[src/rtl/writeback_arbiter_if.sv]
//------------------------------------------------------------------------------
// Module  : writeback_arbiter_if
// Purpose : Requester/register-file bundle for the writeback arbiter.
// Revision: 1.0  initial release
//------------------------------------------------------------------------------
`default_nettype none

interface writeback_arbiter_if #(
  parameter int XLEN = 32,
  parameter int NREQ = 3
);
  logic [NREQ-1:0]      i_req_valid;
  logic [NREQ-1:0]      o_req_ready;
  logic [NREQ*5-1:0]    i_req_addr;
  logic [NREQ*XLEN-1:0] i_req_data;
  logic                 i_wb_hold;
  logic                 o_rd_wvalid;
  logic [4:0]           o_rd_waddr;
  logic [XLEN-1:0]      o_rd_wdata;
  logic [NREQ-1:0]      o_grant;

  modport master (
    output i_req_valid, i_req_addr, i_req_data, i_wb_hold,
    input  o_req_ready, o_rd_wvalid, o_rd_waddr, o_rd_wdata, o_grant
  );

  modport slave (
    input  i_req_valid, i_req_addr, i_req_data, i_wb_hold,
    output o_req_ready, o_rd_wvalid, o_rd_waddr, o_rd_wdata, o_grant
  );
endinterface

`default_nettype wire

[src/rtl/writeback_arbiter.sv]
//------------------------------------------------------------------------------
// Module  : writeback_arbiter
// Purpose : Round-robin arbiter merging writeback requesters onto one
//           register-file write port, one-cycle registered output.
// Revision: 1.0  initial release
//------------------------------------------------------------------------------
`default_nettype none

module writeback_arbiter #(
  parameter int XLEN = 32,
  parameter int NREQ = 3
) (
  input  logic              clk,
  input  logic              rstn,
  writeback_arbiter_if.slave bus
);

  localparam int PTR_W = (NREQ > 1) ? $clog2(NREQ) : 1;

  logic [PTR_W-1:0] r_ptr;
  logic [NREQ-1:0]  r_grant;
  logic             r_wvalid;
  logic [4:0]       r_waddr;
  logic [XLEN-1:0]  r_wdata;

  logic [NREQ-1:0]  w_sel_oh;
  logic [PTR_W-1:0] w_sel_idx;
  logic [PTR_W-1:0] w_ptr_nxt;
  logic [PTR_W:0]   w_idx;
  logic             w_xfer;
  logic [4:0]       w_addr;
  logic [XLEN-1:0]  w_data;

  // Scan requesters starting at the pointer; the first valid one wins.
  always_comb begin
    w_sel_oh  = '0;
    w_sel_idx = '0;
    w_xfer    = 1'b0;
    w_idx     = '0;
    if (rstn && !bus.i_wb_hold) begin
      for (int i = 0; i < NREQ; i++) begin
        w_idx = {1'b0, r_ptr} + (PTR_W+1)'(i);
        if (w_idx >= (PTR_W+1)'(NREQ))
          w_idx = w_idx - (PTR_W+1)'(NREQ);
        if (!w_xfer && bus.i_req_valid[w_idx[PTR_W-1:0]]) begin
          w_sel_oh[w_idx[PTR_W-1:0]] = 1'b1;
          w_sel_idx                  = w_idx[PTR_W-1:0];
          w_xfer                     = 1'b1;
        end
      end
    end
  end

  always_comb begin
    w_addr = '0;
    w_data = '0;
    for (int k = 0; k < NREQ; k++) begin
      if (w_sel_oh[k]) begin
        w_addr = bus.i_req_addr[5*k +: 5];
        w_data = bus.i_req_data[XLEN*k +: XLEN];
      end
    end
  end

  always_comb begin
    if (w_sel_idx == PTR_W'(NREQ-1))
      w_ptr_nxt = '0;
    else
      w_ptr_nxt = w_sel_idx + PTR_W'(1);
  end

  // Writes to x0 still consume the grant, but never strobe the register file.
  always_ff @(posedge clk or negedge rstn) begin
    if (!rstn) begin
      r_ptr    <= '0;
      r_grant  <= '0;
      r_wvalid <= 1'b0;
      r_waddr  <= '0;
      r_wdata  <= '0;
    end else if (w_xfer) begin
      r_ptr    <= w_ptr_nxt;
      r_grant  <= w_sel_oh;
      r_wvalid <= |w_addr;
      if (|w_addr) begin
        r_waddr <= w_addr;
        r_wdata <= w_data;
      end
    end else begin
      r_wvalid <= 1'b0;
      r_grant  <= '0;
    end
  end

  assign bus.o_req_ready = w_sel_oh;
  assign bus.o_rd_wvalid = r_wvalid;
  assign bus.o_rd_waddr  = r_waddr;
  assign bus.o_rd_wdata  = r_wdata;
  assign bus.o_grant     = r_grant;

endmodule

`default_nettype wire

[src/flat_wrapper.sv]
// flat-port wrapper written by rule: the top's interface ports become plain ports
module writeback_arbiter_flat 
#(
  parameter int XLEN = 32,
  parameter int NREQ = 3
)
  (clk, rstn, bus_i_req_valid, bus_i_req_addr, bus_i_req_data, bus_i_wb_hold, bus_o_req_ready, bus_o_rd_wvalid, bus_o_rd_waddr, bus_o_rd_wdata, bus_o_grant);
  writeback_arbiter_if #(.XLEN(XLEN), .NREQ(NREQ)) bus_i ();
  input  logic clk;
  input  logic rstn;
  input wire logic [$bits(bus_i.i_req_valid)-1:0] bus_i_req_valid;
  input wire logic [$bits(bus_i.i_req_addr)-1:0] bus_i_req_addr;
  input wire logic [$bits(bus_i.i_req_data)-1:0] bus_i_req_data;
  input wire logic [$bits(bus_i.i_wb_hold)-1:0] bus_i_wb_hold;
  output wire logic [$bits(bus_i.o_req_ready)-1:0] bus_o_req_ready;
  output wire logic [$bits(bus_i.o_rd_wvalid)-1:0] bus_o_rd_wvalid;
  output wire logic [$bits(bus_i.o_rd_waddr)-1:0] bus_o_rd_waddr;
  output wire logic [$bits(bus_i.o_rd_wdata)-1:0] bus_o_rd_wdata;
  output wire logic [$bits(bus_i.o_grant)-1:0] bus_o_grant;
  assign bus_i.i_req_valid = bus_i_req_valid;
  assign bus_i.i_req_addr = bus_i_req_addr;
  assign bus_i.i_req_data = bus_i_req_data;
  assign bus_i.i_wb_hold = bus_i_wb_hold;
  assign bus_o_req_ready = bus_i.o_req_ready;
  assign bus_o_rd_wvalid = bus_i.o_rd_wvalid;
  assign bus_o_rd_waddr = bus_i.o_rd_waddr;
  assign bus_o_rd_wdata = bus_i.o_rd_wdata;
  assign bus_o_grant = bus_i.o_grant;
  writeback_arbiter #(.XLEN(XLEN), .NREQ(NREQ)) u_core (.clk(clk), .rstn(rstn), .bus(bus_i));
endmodule
[config.mk]
export PLATFORM = sky130hd
export DESIGN_NAME = writeback_arbiter_flat
export DESIGN_NICKNAME = d
export VERILOG_FILES = /design/src/rtl/writeback_arbiter_if.sv /design/src/rtl/writeback_arbiter.sv /design/src/flat_wrapper.sv
export SDC_FILE = /design/constraint.sdc
export NUM_CORES = 1
export LEC_CHECK = 0
export BUFFER_PORTS_ARGS = -buffer_cell sky130_fd_sc_hd__buf_4
export CAP_MARGIN = 20
export CELL_PAD_IN_SITES_DETAIL_PLACEMENT = 1
export CELL_PAD_IN_SITES_GLOBAL_PLACEMENT = 1
export CORE_MARGIN = 4
export CORE_UTILIZATION = 28
export DETAILED_ROUTE_END_ITERATION = 8
export PLACE_DENSITY = 0.77
export SLEW_MARGIN = 5
export SYNTH_ARGS = -nofsm -noshare
export SYNTH_HDL_FRONTEND = slang
export SYNTH_SLANG_ARGS = --single-unit
export TNS_END_PERCENT = 100
[constraint.sdc]
create_clock -name clk -period 2.95 [get_ports clk]
set_input_delay 0.1475 -clock clk [delete_from_list [all_inputs] [get_ports clk]]
set_output_delay 0.1475 -clock clk [all_outputs]
set_load 0.03 [all_outputs]
==> results.md, run 1 <==
* Top cell type's share of synthesized area at 40.47%
* CP peak stage delay at roughly 440 ps
* Final RePlAce weighted congestion at 0.8034
* Sum of buffers and inverters on the critical path at 2
* Clock network latency to the later pin of the worst-skew pair at 290 ps
* Number of routed nets with antenna violations at 0
* Vias in the first global route at 3166
* Routed via count at 2882
* Max VDD drop at 0.4214 mV
* F_max at 321.1 MHz
* Mapped Avg Cell Area at around 9.7 um2
* Data arrival, critical path at 3290 ps
* RSZ-0062 raised after global routing: yes
* Slowest CP cell: dfrtp_1
* Final setup fails at 36
* Post-synth EDFFs at 0
* Cell depth of the worst setup path at 11
* Crit start category: register
* Worst-margin pin slew at 410.2 ps
* Area occupied by multi-input gates at 1675 um2
* Hold Vio Cnt, Final at 0
* Period Utilization, post-route at 105.6%
* Max_slew headroom at 72.65%
* H-tree Lvls at 2
* Ys async rst share at 100.0%
* Netlist Area Pre-Place at 2659 um2
* YS warnings at 0
* #FFs+latches synth at 43
* Initial DRC Count at between 40 and 50
* Gr ovfl total at 0
* Min-Delay Path Depth at 3
* Crit path cell chain: ha_4, nand4bb_1, a21oi_2, o21ai_4, and2_4, a32o_1, mux2_4, nor4_4, buf_6, buf_12, mux2_4
* DRC at 0
* TritonCTS Buffers at 5
* Die footprint at 11120 um2
* Post-Place Cell Area at around 4200 um2
* Storage cell area at 1076 um2
* Largest net degree at the start of global routing at 66
* I/O pins at 161
* Leak at 0.002302 uW
* Clk sinks at 43
* Row count at 35
* Final min period at 3114 ps
* Clock-pin slew on the worst setup and hold paths at 90 ps
* PwrDens at ~1100 nW/um2
* Cell variety after synth at 43
* Hpwl dp at 7853 um
* Core Area at 9240 um2
* CP required at between 3000 and 4000 ps
* Syn Inst Count at 275
* Initial antenna violation count at 0
* Ys flop type: dfrtp_1
* Setup WS post-layout at -163.8 ps
* TritonCTS clock tree: built
* Ranking of synthesized cells by area: dfrtp_1 (40%), a22oi_1 (9.0%), mux2_2 (8.5%)
* Longest Clk Path Bufs at 2
* DR WL/cell at approximately 18 um
* Outcome: finished with violations
* Syn Nets at 396
* Port Buffers at 160
* Seq/Total Area, Yosys at 40.47%
* Starting density of the core at 28.77%
* R2R depth at 11
* Area Overhead vs Synth at 75.53%
* CP max FO at 9
* Cell family with most CP delay: simple AND/OR/NAND/NOR gates
* Root buffer cell: clkbuf_8
* Final count of pins violating max slew at 0
* Final #Nets at 579
* Share of layout cells above drive strength 1 at 56.64%
* Total routed wirelength at 10490 um
* TritonRoute pass-1 iters at 4
* Fin area at 4667 um2
* Crit path kind: reg -> reg
* Horiz. Die Dim at about 110 um
* Final Skew at 7.519 ps
* Number of diodes at 0
* FILL cells at 1077
* Hold Crit Class: in -> reg
* Max_cap viols at 0
* Failing checks: setup timing
* GRT Util Overall at 17.86%
* Most used cell, CP: mux2_4
* Die Ht at 105.4 um
* First-pass GRT wire length at around 16000 um
* Post-synth top area cell: dfrtp_1
* Vias/cell at 4.901
* Pwr Total at 5071 uW
* CP Capture Type: register
## cells in the mapped netlist, types with 2 or more instances
cell and count:
o21ai_0 36, a31oi_1 2, clkbuf_1 14, and2_1 3, buf_2 4, nand2_1 38, nand3_1 3, ha_1 4
nand2b_1 3, nor2b_1 2, mux2i_1 3, a22oi_1 32, a21oi_1 8, mux2_1 14, a32o_1 2, o2111ai_1 2
a21o_1 4, mux2_2 20, o21ai_2 3, inv_1 5, buf_4 2, buf_6 2, nor2_1 6, dfrtp_1 43
nand4bb_1 2
## cell type report
cell class | count | share of cell area, %
repair buffers | 198 | 34.18
clock buffers | 5 | 1.475
multi-input cells | 204 | 35.90
flip-flops and latches | 43 | 23.06
well taps | 129 | 3.458
clock inverters | 3 | 1.448
inverters | 6 | 0.4826
## power breakdown
part / total [uW] / switching, uW / internal [uW] / leakage, uW
Clock: 549 / 211 / 338 / 0.0000644
Combinational: 3500 / 1720 / 1780 / 0.00166
Sequential: 1020 / 168 / 856 / 0.000580
## flip-flops by register name (all words and copies together) (netlist names)
name and flops:
u_core.bus.o_grant 3, u_core.r_ptr 2, u_core.bus.o_rd_waddr 5, u_core.bus.o_rd_wvalid 1
u_core.bus.o_rd_wdata 32
## worst min-delay path: cells and delay by family
kind            cells  cell delay (ps)
compound gates      1              150
buf+inv             1               80
simple gates        1               50
## layout by cell type (no fill, tap or decap), types with 3 or more instances in the layout
cell type  netlist  final
buf_6            2      7
inv_1            5      4
a21oi_1          8      6
dfrtp_1         43     43
nand2b_1         3      3
nand3_1          3      3
nor2_1           6      6
o21ai_0         36     36
buf_12           0      5
buf_4            2    184
clkbuf_8         0      5
a22oi_1         32     32
nand2_1         38     38
mux2_4           0     34
a21o_1           4      4
## logic make-up (layout without fill, tap and decap cells)
logic type / count (synthesis) / after routing / synth area share (%)
mux: 37 / 37 / 15.53
flops: 43 / 43 / 40.47
simple gates: 65 / 65 / 12.42
compound gates: 97 / 97 / 24.33
buf+inv: 28 / 212 / 4.988
fa+ha+maj: 5 / 5 / 2.259
## metal layers
| layer | share of wire [%] | global-route usage, % |
|---|---|---|
| met3 | 7.5 | 5.328 |
| met5 | 0 | 0 |
| met2 | 52 | 31.69 |
| met1 | 40 | 21.37 |
| met4 | 1.1 | 3.468 |
## worst paths after layout
check | start | to | slack, ps
max | u_core.r_ptr[1] | u_core.bus.o_rd_wdata[2] | -160
min | bus_i_req_addr[10] | u_core.bus.o_rd_waddr[0] | 170
max reg2reg | u_core.r_ptr[1] | u_core.bus.o_rd_wdata[2] | -160
min reg2reg | u_core.bus.o_rd_waddr[3] | u_core.bus.o_rd_waddr[3] | 500
max in group asynchronous | rstn | u_core.bus.o_rd_wdata[9] | 2200
min in group asynchronous | rstn | u_core.bus.o_rd_wdata[7] | 390
## what timing repair did
action | in CTS | in global routing
pin swaps | 2 | 7
endpoints found under the hold margin | 43 | 0
setup buffers | 8 | 5
gates resized for setup | 36 | 14
cloned | 1 | 1
hold buffers | 1 | 0
setup endpoints to repair | 37 | 39
## through the flow
step / cells / util [%] / worst slack, ps / setup TNS, ps / hold WS, ps
after floorplan: 275 / - / 5.474 / 0 / -148.1
after global placement: 564 / 45.24 / 1.036 / 0 / 146.9
after detailed placement: 564 / 45.24 / -170.7 / -4591 / 148.9
after CTS: 582 / 49.05 / -77.80 / -1458 / 160.4
after global routing: 588 / 50.51 / -285.3 / -9600 / 164.5
final: 588 / 50.51 / -163.8 / -4960 / 169.2
No activity file was read; power rests on OpenSTA's default activity.
==> run 2, diff against run 1 <==
--- a/config.mk
+++ b/config.mk
@@ -7,14 +7,12 @@
 export LEC_CHECK = 0
 export BUFFER_PORTS_ARGS = -buffer_cell sky130_fd_sc_hd__buf_4
 export CAP_MARGIN = 20
-export CELL_PAD_IN_SITES_DETAIL_PLACEMENT = 1
-export CELL_PAD_IN_SITES_GLOBAL_PLACEMENT = 1
 export CORE_MARGIN = 4
-export CORE_UTILIZATION = 28
+export CORE_UTILIZATION = 39
 export DETAILED_ROUTE_END_ITERATION = 8
-export PLACE_DENSITY = 0.77
+export PLACE_DENSITY = 0.76
 export SLEW_MARGIN = 5
 export SYNTH_ARGS = -nofsm -noshare
 export SYNTH_HDL_FRONTEND = slang
 export SYNTH_SLANG_ARGS = --single-unit
-export TNS_END_PERCENT = 100
+export TNS_END_PERCENT = 50
==> results.md, run 2 (same netlist as run 1, synthesis figures left out) <==
* Clock-pin slew on the worst setup and hold paths at 80 ps (about the same)
* Final Skew at 3.833 ps (-3.687 ps)
* Vias/cell at 5.444 (+11%)
* Total routed wirelength at 9231 um (-12%)
* Clk sinks at 43 (unchanged)
* CP peak stage delay at 430 ps (about the same)
* Data arrival, critical path at 3260 ps (-30 ps)
* Vias in the first global route at 3005 (-5.1%)
* Hold Vio Cnt, Final at 0 (unchanged)
* Final setup fails at 32 (-11%)
* Leak at 0.002265 uW (-1.6%)
* CP max FO at 6 (-3)
* Core Area at 6495 um2 (-30%)
* Crit path to: u_core.bus.o_rd_wdata[30]
* Max_cap viols at 0 (unchanged)
* TritonRoute pass-1 iters at 5 (+1)
* Failing checks: setup timing
* FILL cells at 536 (-50%)
* Number of routed nets with antenna violations at 0 (unchanged)
* Hold Crit Class: in -> reg
* Crit path kind: reg -> reg
* Cell family with most CP delay: simple AND/OR/NAND/NOR gates
* R2R depth at 11 (unchanged)
* Commonest non-fill, non-tap cell in the layout: buf_4
* Period Utilization, post-route at 104.3% (-1.3 points)
* DR WL/cell at 17.22 um (-3.5%)
* GRT Util Overall at 21.56% (+3.7 points)
* Slowest CP cell: dfrtp_1
* PwrDens at 1058 nW/um2 (-2.7%)
* DRC at 0 (unchanged)
* First-pass GRT wire length at 14570 um (-9.6%)
* Hpwl dp at 6549 um (-17%)
* Max FFs per register at 32 (unchanged)
* I/O pins at 161 (unchanged)
* Initial antenna violation count at 0 (unchanged)
* Worst slack at placement at -143.8 ps (+26.93 ps)
* Hold Crit Start: bus_i_req_addr[10]
* CP required at 3130 ps (about the same)
* Max VDD drop at 0.4571 mV (+8.5%)
* Longest Clk Path Bufs at 2 (unchanged)
* RSZ-0062 raised after global routing: yes
* Sum of buffers and inverters on the critical path at 2 (unchanged)
* Outcome: finished with violations
* Initial DRC Count at 123 (+190%)
* Critical path origin: u_core.r_ptr[1]
* Crit Reg-Reg Endpoint: u_core.bus.o_rd_wdata[30]
* Horiz. Die Dim at 90.57 um (-14%)
* Final RePlAce weighted congestion at 0.8847 (+10%)
* Crit start category: register
* Gr ovfl total at 0 (unchanged)
* Final #Nets at 580 (+0.17%)
* Most frequent cells in the layout: buf_4 (188), dfrtp_1 (43), nand2_1 (38)
* Die footprint at 8202 um2 (-26%)
* FF-to-FF setup slack at -130 ps (+40 ps)
* Fin area at 4536 um2 (-2.8%)
* Number of diodes at 0 (unchanged)
* Worst reg2reg startpoint: u_core.r_ptr[1]
* Area Overhead vs Synth at 70.59%
* Final min period at 3076 ps (-38.28 ps)
* Worst-margin pin slew at 405.4 ps (-4.777 ps)
* Largest net degree at the start of global routing at 66 (unchanged)
* Final count of pins violating max slew at 0 (unchanged)
* TritonCTS clock tree: built
* Crit path cell chain: ha_4, nor2_1, and4_4, o21ai_4, and2_4, a32o_1, mux2_4, nor4_4, buf_6, clkbuf_16, mux2_2
* Storage cell area at 1076 um2 (unchanged)
* CP Capture Type: register
* Share of layout cells above drive strength 1 at 57.52% (+0.87 points)
* Port Buffers at 160 (unchanged)
* Clock network latency to the later pin of the worst-skew pair at 300 ps (about the same)
* Root buffer cell: clkbuf_8
* Starting density of the core at 40.94% (+12 points)
* TritonCTS Buffers at 5 (unchanged)
* F_max at 325.1 MHz (+1.2%)
* Die Ht at 90.57 um (-14%)
* Row count at 29 (-17%)
* Cell depth of the worst setup path at 11 (unchanged)
* Routed via count at 2918 (+1.2%)
* Setup WS post-layout at -125.5 ps (+38.28 ps)
* Post-Place Cell Area at 4123 um2 (-1.4%)
* H-tree Lvls at 2 (unchanged)
* Max_slew headroom at 72.97% (+0.32 points)
* Fin util at 69.83% (+19 points)
* Area occupied by multi-input gates at 1655 um2 (-1.2%)
[run 2: cell type report]
class,count,area share (%)
multi-input combinational,204,36.50
timing repair buffer,199,35.23
sequential,43,23.72
tap,77,2.124
clock buffer,6,1.821
inverter,6,0.4966
clock inverter,1,0.1103
[run 2: worst min path at each step]
stage          slack [ps]                  endpoint  cells after the start
5_1_grt               180  u_core.bus.o_rd_waddr[0]                      3
2_1_floorplan        -150     u_core.bus.o_grant[0]                      0
3_5_place_dp          -40     u_core.bus.o_grant[0]                      1
3_3_place_gp          -40  u_core.bus.o_rd_waddr[3]                      1
4_1_cts               150  u_core.bus.o_rd_waddr[0]                      3
6_report              160  u_core.bus.o_rd_waddr[0]                      3
[run 2: report_power, final]
part	leakage, uW	total [uW]	internal, uW	switching, uW
Combinational	0.00164	3410	1730	1680
Clock	0.0000470	382	184	198
Sequential	0.000580	1010	856	151
Total	0.00227	4800	2770	2030
[run 2: metal layers]
layer,wire [um],vias up,global-route usage (%)
li1,-,1382,-
met1,3643,1392,24.46
met2,4643,135,39.04
met3,838,9,7.083
met4,104,0,4.847
met5,0,-,0
[run 2: repair_timing]
item,4_1_cts,5_1_grt
cloned,2,1
endpoints found under the hold margin,43,0
endpoints found under the setup margin,35,38
pin swaps,7,3
hold buffers,1,0
resized for setup,29,9
buffers inserted,11,1
[run 2: worst reg2reg max path: cells and delay by family, from the launching register on]
family / cells / cell delay, ps
AOI/OAI and AO/OA: 2 / 320
and+or+nand+nor: 4 / 950
buffers and inverters: 2 / 380
muxes: 2 / 600
DFF: 1 / 430
adders and majority gates: 1 / 290
[run 2: stage by stage]
step,power (uW),instances,setup TNS (ps),hold WS (ps)
global placement,3666,513,-1663,-39.02
CTS,4659,534,-429.0,147.6
detailed placement,3710,513,-3428,-38.74
floorplan,2831,275,0,-148.1
finish,4797,536,-2531,156.7
global route,5065,536,-7269,180.9
==> run 3, diff against run 2 <==
--- a/config.mk
+++ b/config.mk
@@ -11,6 +11,7 @@
 export CORE_UTILIZATION = 39
 export DETAILED_ROUTE_END_ITERATION = 8
 export PLACE_DENSITY = 0.76
+export REMOVE_ABC_BUFFERS = 1
 export SLEW_MARGIN = 5
 export SYNTH_ARGS = -nofsm -noshare
 export SYNTH_HDL_FRONTEND = slang
==> results.md, run 3 (same netlist as run 1, synthesis figures left out) <==
* Starting density of the core at 40.94% (unchanged)
* Routed via count at 2908 (-0.34%)
* Die Ht at 90.57 um (unchanged)
* Final min period at 3084 ps (+8.606 ps)
* Clock-pin slew on the worst setup and hold paths at 80 ps (about the same)
* Final Skew at 5.287 ps (+1.454 ps)
* Setup TNS at -3805 ps (-1274 ps)
* Final setup fails at 36 (+13%)
* Pwr Total at 4870 uW (+1.5%)
* Port Buffers at 160 (unchanged)
* GRT Util Overall at 22.53% (+0.97 points)
* Total routed wirelength at 9179 um (-0.56%)
* Clk sinks at 43 (unchanged)
* Worst-margin pin slew at 480.6 ps (+75.12 ps)
* Initial antenna violation count at 0 (unchanged)
* Final count of pins violating max slew at 0 (unchanged)
* Crit Reg-Reg Endpoint: u_core.bus.o_rd_wdata[17]
* Row count at 29 (unchanged)
* R2R depth at 13 (+2)
* Hold Crit Start: bus_i_req_addr[14]
* Sw Ratio at 42.48% (+0.17 points)
* Max VDD drop at 0.5208 mV (+14%)
* Setup WS post-layout at -134.1 ps (-8.606 ps)
* CP max FO at 11 (+5)
* DR WL/cell at 17.00 um (-1.3%)
* FF-to-FF setup slack at -130 ps (about the same)
* CP Capture Type: register
* Crit start category: register
* Outcome: finished with violations
* Die footprint at 8202 um2 (unchanged)
* Final #Nets at 583 (+0.52%)
* Commonest non-fill, non-tap cell in the layout: buf_4
* Sw Pwr at 2069 uW (+1.9%)
* PwrDens at 1073 nW/um2 (+1.5%)
* Vias/cell at 5.385 (-1.1%)
* DRC at 0 (unchanged)
* Worst reg2reg startpoint: u_core.r_ptr[0]
* Leak at 0.002284 uW (+0.85%)
* Most frequent cells in the layout: buf_4 (192), dfrtp_1 (43), nand2_1 (38)
* Hold Crit Class: in -> reg
* Vias in the first global route at 3131 (+4.2%)
* Area occupied by multi-input gates at 1659 um2 (+0.23%)
* Hold Vio Cnt, Final at 0 (unchanged)
* Root buffer cell: clkbuf_8
* Hpwl dp at 6518 um (-0.48%)
* Share of layout cells above drive strength 1 at 57.24% (-0.28 points)
* Longest Clk Path Bufs at 2 (unchanged)
* Number of routed nets with antenna violations at 0 (unchanged)
* Hold endpoint: u_core.bus.o_rd_waddr[4]
* Area Overhead vs Synth at 70.68% (about the same)
* Number of diodes at 0 (unchanged)
* Max_cap viols at 0 (unchanged)
* RSZ-0062 raised after global routing: yes
* Initial DRC Count at 132 (+7.3%)
* TritonCTS clock tree: built
* Gr ovfl total at 0 (unchanged)
* First-pass GRT wire length at 15230 um (+4.6%)
* Horiz. Die Dim at 90.57 um (unchanged)
* Combinational group share of total power at 71.9% (+0.8 points)
* Min-Delay Path Depth at 4 (+1)
* FILL cells at 530 (-1.1%)
* Max_slew headroom at 67.96% (-5.0 points)
* Sequential power share at 20.6% (-0.4 points)
* Core Area at 6495 um2 (unchanged)
* Largest net degree at the start of global routing at 38 (-42%)
* TritonRoute pass-1 iters at 5 (unchanged)
* Clock Power Share at 7.5% (-0.5 points)
* Final RePlAce weighted congestion at 0.8014 (-9.4%)
* H-tree Lvls at 2 (unchanged)
* CP required at 3130 ps (about the same)
* Data arrival, critical path at 3260 ps (about the same)
* I/O pins at 161 (unchanged)
* Period Utilization, post-route at 104.5% (+0.29 points)
* TritonCTS Buffers at 5 (unchanged)
* Crit path kind: reg -> reg
* Max FFs per register at 32 (unchanged)
* F_max at 324.2 MHz (-0.28%)
* Storage cell area at 1076 um2 (unchanged)
* Internal power at 2801 uW (+1.2%)
* Clock network latency to the later pin of the worst-skew pair at 290 ps (about the same)
* Critical path origin: u_core.r_ptr[0]
* Failing checks: setup timing
run 3: critical path, cell delays in order (launching register included):
cell	delay, ps
dfrtp_1	390
inv_2	90
ha_4	230
buf_6	130
nand4bb_1	190
a21oi_2	220
o21ai_2	100
and2_4	200
a32o_1	210
mux2_4	270
nor4_4	260
buf_6	200
buf_16	160
mux2_4	300
run 3: how the worst max path moves through the flow:
stage                                 to  slack, ps  depth (start not counted)
2_1_floorplan   u_core.bus.o_rd_wdata[0]      -2390                         10
3_3_place_gp   u_core.bus.o_rd_wdata[30]       -210                         11
3_5_place_dp   u_core.bus.o_rd_wdata[13]       -320                         11
4_1_cts        u_core.bus.o_rd_wdata[23]       -150                         13
5_1_grt        u_core.bus.o_rd_wdata[25]       -250                         13
6_report       u_core.bus.o_rd_wdata[17]       -130                         13
run 3: final cells by class:
| class | count | area share (%) |
|---|---|---|
| clock buffer | 6 | 1.599 |
| timing repair buffer | 202 | 35.24 |
| inverter | 6 | 0.4963 |
| clock inverter | 2 | 0.2757 |
| sequential | 43 | 23.71 |
| multi-input combinational | 204 | 36.56 |
| tap | 77 | 2.123 |
run 3: power by group through the flow:
stage	logic (uW)	clock network, uW	registers, uW
after CTS	3600	378	1000
after global placement	2520	0	988
after detailed placement	2560	0	997
after floorplan	1020	0	1470
final	3500	364	1000
after global routing	3710	400	1040
run 3: per-layer routing:
layer  vias up  global-route usage [%]  part of all wire, %  routed length (um)
li1       1385                       -                    -                   -
met1      1381                   26.66                   40                3657
met2       128                   39.35                   50                4603
met3        14                   7.167                  8.6                 787
met4         0                   5.740                  1.4                 129
met5         -                       0                    0                   0
run 3: repair_timing:
| action | in CTS | in global routing |
|---|---|---|
| hold buffers | 1 | 0 |
| gates cloned | 3 | 0 |
| pin swaps | 6 | 7 |
| resized for setup | 55 | 5 |
| setup endpoints to repair | 38 | 38 |
| buffers inserted | 13 | 2 |
| endpoints found under the hold margin | 6 | 0 |
run 3: metrics by stage:
step | hold slack [ps] | util [%] | setup WS (ps) | instances | instance area (um2)
final | 176.0 | 69.87 | -134.1 | 540 | 4538
after global routing | 195.6 | 69.87 | -251.0 | 540 | 4538
after detailed placement | -26.84 | 62.61 | -315.9 | 515 | 4066
after global placement | -24.97 | 62.61 | -208.6 | 515 | 4066
after floorplan | -148.1 | - | -2388 | 253 | 2549
after CTS | 177.7 | 70.24 | -154.1 | 540 | 4562
